===== src/rtl/xlink_bus_pkg.sv =====
// Shared state encoding and size constants for the XLink register-bus arbiter.
package xlink_bus_pkg;

  localparam int unsigned AddrW          = 31;
  localparam int unsigned DataW          = 32;
  localparam int unsigned MaxReadLatency = 7;
  localparam int unsigned LatCntW        = 3;

  typedef enum logic [1:0] {
    StIdle,
    StStrobe,
    StWait,
    StAck
  } bus_state_e;

endpackage


===== src/rtl/rr_arb2.sv =====
// Two-request arbiter with registered last-grant pointer. With XLINK_BUS_ARB_FIXED_PRIO_EN
// defined it reduces to fixed priority (master 0 wins) and the pointer is not built.
module rr_arb2 (
  input  logic       clk_i,
  input  logic       reset_i,
  input  logic [1:0] req_i,
  input  logic       upd_i,
  input  logic       owner_i,
  output logic       gnt_idx_o
);

`ifdef XLINK_BUS_ARB_FIXED_PRIO_EN
  logic unused_arb;
  assign unused_arb = ^{clk_i, reset_i, upd_i, owner_i};
  assign gnt_idx_o  = ~req_i[0] & req_i[1];
`else
  logic last_q, last_d;

  always_comb begin
    last_d = last_q;
    if (upd_i) last_d = owner_i;
  end

  // Pointer resets to master 1 so master 0 wins the first tie.
  always_ff @(posedge clk_i) begin
    if (reset_i) last_q <= 1'b1;
    else         last_q <= last_d;
  end

  always_comb begin
    if (&req_i) gnt_idx_o = ~last_q;
    else        gnt_idx_o = req_i[1];
  end
`endif

endmodule


===== src/rtl/xlink_bus_arbiter.sv =====
// Two-master register-bus arbiter/sequencer: single-cycle strobes, fixed read latency,
// one-cycle ack to the owner. XLINK_BUS_ARB_FIXED_PRIO_EN selects fixed priority.
module xlink_bus_arbiter
  import xlink_bus_pkg::*;
#(
  parameter int unsigned READ_LATENCY = 1,
  parameter int unsigned ADDR_W       = AddrW,
  parameter int unsigned DATA_W       = DataW
) (
  input  logic              clk,
  input  logic              reset,
  input  logic              m0_req,
  input  logic              m0_we,
  input  logic [ADDR_W-1:0] m0_addr,
  input  logic [DATA_W-1:0] m0_wdata,
  output logic              m0_ack,
  output logic [DATA_W-1:0] m0_rdata,
  input  logic              m1_req,
  input  logic              m1_we,
  input  logic [ADDR_W-1:0] m1_addr,
  input  logic [DATA_W-1:0] m1_wdata,
  output logic              m1_ack,
  output logic [DATA_W-1:0] m1_rdata,
  output logic [ADDR_W-1:0] addr_bus,
  output logic [DATA_W-1:0] data_bus_wr,
  input  logic [DATA_W-1:0] data_bus_rd,
  output logic              wr_strobe,
  output logic              rd_strobe
);

  localparam logic [LatCntW-1:0] RdLat = LatCntW'(READ_LATENCY);

  bus_state_e          state_q, state_d;
  logic                owner_q, owner_d;
  logic                we_q, we_d;
  logic [ADDR_W-1:0]   addr_q, addr_d;
  logic [DATA_W-1:0]   wdata_q, wdata_d;
  logic [LatCntW-1:0]  cnt_q, cnt_d;
  logic                wr_strobe_q, wr_strobe_d;
  logic                rd_strobe_q, rd_strobe_d;
  logic                m0_ack_q, m0_ack_d;
  logic                m1_ack_q, m1_ack_d;
  logic [DATA_W-1:0]   m0_rdata_q, m0_rdata_d;
  logic [DATA_W-1:0]   m1_rdata_q, m1_rdata_d;
  logic                capture;
  logic                gnt_idx;

  rr_arb2 u_arb (
    .clk_i     (clk),
    .reset_i   (reset),
    .req_i     ({m1_req, m0_req}),
    .upd_i     (state_q == StAck),
    .owner_i   (owner_q),
    .gnt_idx_o (gnt_idx)
  );

  always_comb begin
    state_d     = state_q;
    owner_d     = owner_q;
    we_d        = we_q;
    addr_d      = addr_q;
    wdata_d     = wdata_q;
    cnt_d       = cnt_q;
    wr_strobe_d = 1'b0;
    rd_strobe_d = 1'b0;
    m0_ack_d    = 1'b0;
    m1_ack_d    = 1'b0;
    m0_rdata_d  = m0_rdata_q;
    m1_rdata_d  = m1_rdata_q;
    capture     = 1'b0;

    case (state_q)
      StIdle: begin
        if (m0_req || m1_req) begin
          owner_d     = gnt_idx;
          we_d        = gnt_idx ? m1_we    : m0_we;
          addr_d      = gnt_idx ? m1_addr  : m0_addr;
          wdata_d     = gnt_idx ? m1_wdata : m0_wdata;
          wr_strobe_d = we_d;
          rd_strobe_d = ~we_d;
          state_d     = StStrobe;
        end
      end
      StStrobe: begin
        cnt_d = LatCntW'(1);
        if (we_q) begin
          state_d = StAck;
        end else if (RdLat == '0) begin
          capture = 1'b1;
          state_d = StAck;
        end else begin
          state_d = StWait;
        end
      end
      StWait: begin
        if (cnt_q == RdLat) begin
          capture = 1'b1;
          state_d = StAck;
        end else begin
          cnt_d = cnt_q + 1'b1;
        end
      end
      StAck:   state_d = StIdle;
      default: state_d = StIdle;
    endcase

    // Ack is registered, so it is raised on the transition into StAck.
    if (state_d == StAck) begin
      m0_ack_d = ~owner_q;
      m1_ack_d = owner_q;
    end

    if (capture) begin
      if (owner_q) m1_rdata_d = data_bus_rd;
      else         m0_rdata_d = data_bus_rd;
    end
  end

  always_ff @(posedge clk) begin
    if (reset) begin
      state_q     <= StIdle;
      owner_q     <= 1'b0;
      we_q        <= 1'b0;
      addr_q      <= '0;
      wdata_q     <= '0;
      cnt_q       <= '0;
      wr_strobe_q <= 1'b0;
      rd_strobe_q <= 1'b0;
      m0_ack_q    <= 1'b0;
      m1_ack_q    <= 1'b0;
      m0_rdata_q  <= '0;
      m1_rdata_q  <= '0;
    end else begin
      state_q     <= state_d;
      owner_q     <= owner_d;
      we_q        <= we_d;
      addr_q      <= addr_d;
      wdata_q     <= wdata_d;
      cnt_q       <= cnt_d;
      wr_strobe_q <= wr_strobe_d;
      rd_strobe_q <= rd_strobe_d;
      m0_ack_q    <= m0_ack_d;
      m1_ack_q    <= m1_ack_d;
      m0_rdata_q  <= m0_rdata_d;
      m1_rdata_q  <= m1_rdata_d;
    end
  end

  assign addr_bus    = addr_q;
  assign data_bus_wr = wdata_q;
  assign wr_strobe   = wr_strobe_q;
  assign rd_strobe   = rd_strobe_q;
  assign m0_ack      = m0_ack_q;
  assign m1_ack      = m1_ack_q;
  assign m0_rdata    = m0_rdata_q;
  assign m1_rdata    = m1_rdata_q;

endmodule


===== config.mk =====
export PLATFORM = sky130hd
export DESIGN_NAME = xlink_bus_arbiter
export DESIGN_NICKNAME = d
export VERILOG_FILES = /design/src/rtl/xlink_bus_pkg.sv /design/src/rtl/rr_arb2.sv /design/src/rtl/xlink_bus_arbiter.sv
export SDC_FILE = /design/constraint.sdc
export NUM_CORES = 1
export LEC_CHECK = 0
export ABC_AREA = 1
export BUFFER_PORTS_ARGS = -buffer_cell sky130_fd_sc_hd__buf_4
export CAP_MARGIN = 40
export CELL_PAD_IN_SITES_DETAIL_PLACEMENT = 0
export CELL_PAD_IN_SITES_GLOBAL_PLACEMENT = 2
export CORE_UTILIZATION = 25
export DETAILED_ROUTE_END_ITERATION = 10
export GPL_TIMING_DRIVEN = 1
export PLACE_DENSITY = 0.9
export SYNTH_ARGS = -nofsm -noshare
export SYNTH_HDL_FRONTEND = slang
export SYNTH_SLANG_ARGS = --single-unit

===== constraint.sdc =====
create_clock -name clk -period 3 [get_ports clk]
set_input_delay 0 -clock clk [delete_from_list [all_inputs] [get_ports clk]]
set_output_delay 0 -clock clk [all_outputs]
set_load 0.01 [all_outputs]

==> results.py <==
metrics = {
    "outcome": {
        "status": "completed",
    },
    "timing": {
        "whs_ns": 0.0170,
        "skew_ns": 0.0118,
        "layout_setup_ws_ns": 0.675,
        "worst_pin_slew_ns": 0.812,
        "tns_ns": 0,
        "setup_viol": 0,
        "max_slew_margin_pct": 45.7,
        "timing.fmax_mhz": 430,
        "period_share_pct": 77.5,
        "rsz0062_at_grt": "false",
        "report.final.slew_viol_count": 0,
        "hold_viol_final": 0,
        "period_minus_slack_ns": 2.32,
    },
    "floorplan": {
        "core_area_um2": 23500,
        "rows": 56,
        "die_h_um": 157,
        "pin_count": 295,
        "die_area_um2": 24700,
        "die_x_um": 157,
        "start_util_pct": 25.6,
    },
    "worst_setup_path": {
        "worstSetupStartpointType": "register",
        "worstPathMaxFanout": 31,
        "cp.arrival_ns": 2.69,
        "endpoint_kind": "register",
        "crit_type": "reg2reg",
        "r2r_start": "state_q[0]",
        "cpMaxStageDelayCell": "dlygate4sd3_1",
        "r2r_setup_slack_ns": 0.68,
        "max_stage_delay_ns": 0.55,
        "cp_cell_sequence": "inv_1, ha_1, o21ai_2, clkinv_2, buf_4, nand2_1, nor2_1, dlygate4sd3_1, nor2_1",
        "crit_top_cell": "nor2_1",
        "r2r-end": "data_bus_wr[9]",
        "required_ns": 3.36,
        "rr_worst_depth": 9,
    },
    "placed_design": {
        "hpwl_um": 13900,
        "port_buffers": 294,
        "place_worst_setup_slack_ns": 1.13,
        "placed_area_um2": 8450,
        "gp_congestion": 0.731,
    },
    "layout": {
        "area_delta_synth_final_pct": 77.4,
        "diodes": 0,
        "drive_above_1_share_pct": 25.7,
        "fin_util_pct": 45.3,
        "num-nets-final": 1493,
        "nFillCells": 2446,
        "final_cell_area_um2": 10700,
    },
    "clock_tree": {
        "cts.sinks": 139,
        "cts_buffers": 17,
        "cts.path.max_buffers": 2,
        "cts_setup_buffers": 0,
        "cts_tree": "yes",
        "clk_pin_slew_ns": 0.07,
        "htree_levels": 4,
        "cts-root-buf": "clkbuf_16",
        "clock_latency_ns": 0.43,
    },
    "synth": {
        "ys.flop_type": "dfxtp_1",
        "synth_nets": 1066,
        "synthTopCellsByCount": "nor2_1 (231), nand2_1 (203), dfxtp_1 (139)",
        "seq_area_frac_synth_pct": 46.2,
        "syn_inst": 895,
        "postSynthAreaPerCell_um2": 6.72,
        "synth-edff-count": 0,
        "yosysMostFrequentCell": "nor2_1",
        "synth_area_um2": 6020,
        "netlist.area_leader.share_pct": 46.2,
        "synth_cell_type_count": 23,
        "synth_top_cell_by_area": "dfxtp_1",
        "synth_area_leaders": "dfxtp_1 (46%), nor2_1 (14%), nand2_1 (13%), o21ai_0 (5.4%), inv_1 (4.6%)",
        "yosys_warnings": 0,
        "ys_ff_latch": 139,
        "async_flop_share_pct": 0,
    },
    "detailed_routing": {
        "drtIter0Drc": 201,
        "antenna_left": 0,
        "wl_um": 21300,
        "route.vias.total": 6963,
        "dr.pass1.iters": 6,
        "routed_via_density": 4.21,
        "wl_per_cell_um": 12.9,
        "drcViolationCount": 0,
    },
    "pwr": {
        "vdd_drop_max_v": 0.000414,
        "cellLeakagePower_uw": 0.00525,
        "powerDensity_nw_per_um2": 714,
    },
    "hold_path": {
        "worstHoldPathType": "in2reg",
        "whs_path_depth": 2,
        "min_to": "cnt_q[1]",
        "worstHoldStart": "reset",
    },
    "global_routing": {
        "grt_pass1_wl_um": 33600,
        "grt_use_total_pct": 17.3,
        "grt-ovfl-total": 0,
        "grt_pass1_vias": 6760,
        "grt_antenna_before_repair": 1,
        "grt_max_degree": 76,
    },
    "run": {
        "max-cap-violations": 0,
    },
}
## critical path: cells and delay by family, from the launching register on
| kind | cells | cell delay, ns |
|---|---|---|
| AND/OR/NAND/NOR | 3 | 0.24 |
| adder cells (fa/ha/maj) | 1 | 0.23 |
| flip-flops | 1 | 0.39 |
| buffers and inverters | 4 | 1.30 |
| AO/OA/AOI/OAI | 1 | 0.08 |
## per-layer routing
layer | track usage, % | vias to the layer above | part of all wire, %
met2 | 29.1 | 235 | 45
met3 | 6.61 | 17 | 9.5
met4 | 5.36 | 0 | 1.4
met5 | 0 | - | 0
li1 | - | 3622 | -
met1 | 20.4 | 3089 | 44
## cell usage in the layout, fill, tap and decap left out
cell type	instances
inv_6	6
a21oi_1	37
clkinvlp_4	1
bufinv_16	2
inv_8	4
nor2_1	231
nand4_1	1
buf_4	298
nand4_2	1
nor3_1	33
nor2_4	1
clkbuf_16	17
dfxtp_1	139
o21ai_0	65
nand3_1	4
nor2b_1	1
o21ai_1	34
nand3_4	1
clkinv_2	2
dlygate4sd3_1	162
inv_2	3
inv_1	74
nand2_1	203
clkinv_4	1
o21ai_2	1
ha_1	7
and2_1	1
inv_4	1
buf_12	4
## registers in the layout, summed over array words and instances (netlist names), 2 cells and up
signal	cells
data_bus_wr	32
m1_rdata	32
addr_bus	31
cnt_q	3
m0_rdata	32
state_q	2
## through the flow
stage	total power [uW]	std cells
global placement	4950	1460
floorplan	3840	895
CTS	7710	1654
global route	8150	1654
detailed placement	4950	1460
finish	7620	1654
## logic make-up (layout without fill, tap and decap cells)
kind of cell | after synthesis | after routing | share of synthesized area (%)
flops | 139 | 139 | 46.2
buf+inv | 135 | 575 | 9.71
fa+ha+maj | 7 | 7 | 1.46
compound gates | 137 | 137 | 11.5
simple gates | 477 | 477 | 31.1
## power breakdown
| group | switching (uW) | internal [uW] | total, uW |
|---|---|---|---|
| Sequential | 220 | 2260 | 2480 |
| Combinational | 1450 | 1490 | 2940 |
| Clock | 933 | 1260 | 2200 |
| Total | 2610 | 5020 | 7620 |
## layout make-up
cell class              count  area, um2  share of cell area [%]
multi-input cells         621       2650                    24.8
inverters                  79        300                    2.81
well taps                 319        399                    3.74
flip-flops and latches    139       2780                    26.1
clock inverters            15        179                    1.68
clock buffers              17        425                    3.98
repair buffers            464       3940                    36.9
## repair_timing
action,4_1_cts,5_1_grt
gates resized for setup,0,0
hold buffers,162,0
endpoints found under the hold margin,131,0
## worst max path at each step
stage,start,endpoint,slack [ns]
after floorplan,state_q[0],m1_rdata[23],1.59
after global placement,state_q[0],data_bus_wr[11],1.16
after detailed placement,state_q[0],data_bus_wr[7],1.13
after CTS,state_q[0],data_bus_wr[12],0.64
after global routing,state_q[0],addr_bus[27],0.49
final,state_q[0],data_bus_wr[9],0.68
(Power assumes the default switching activity.)
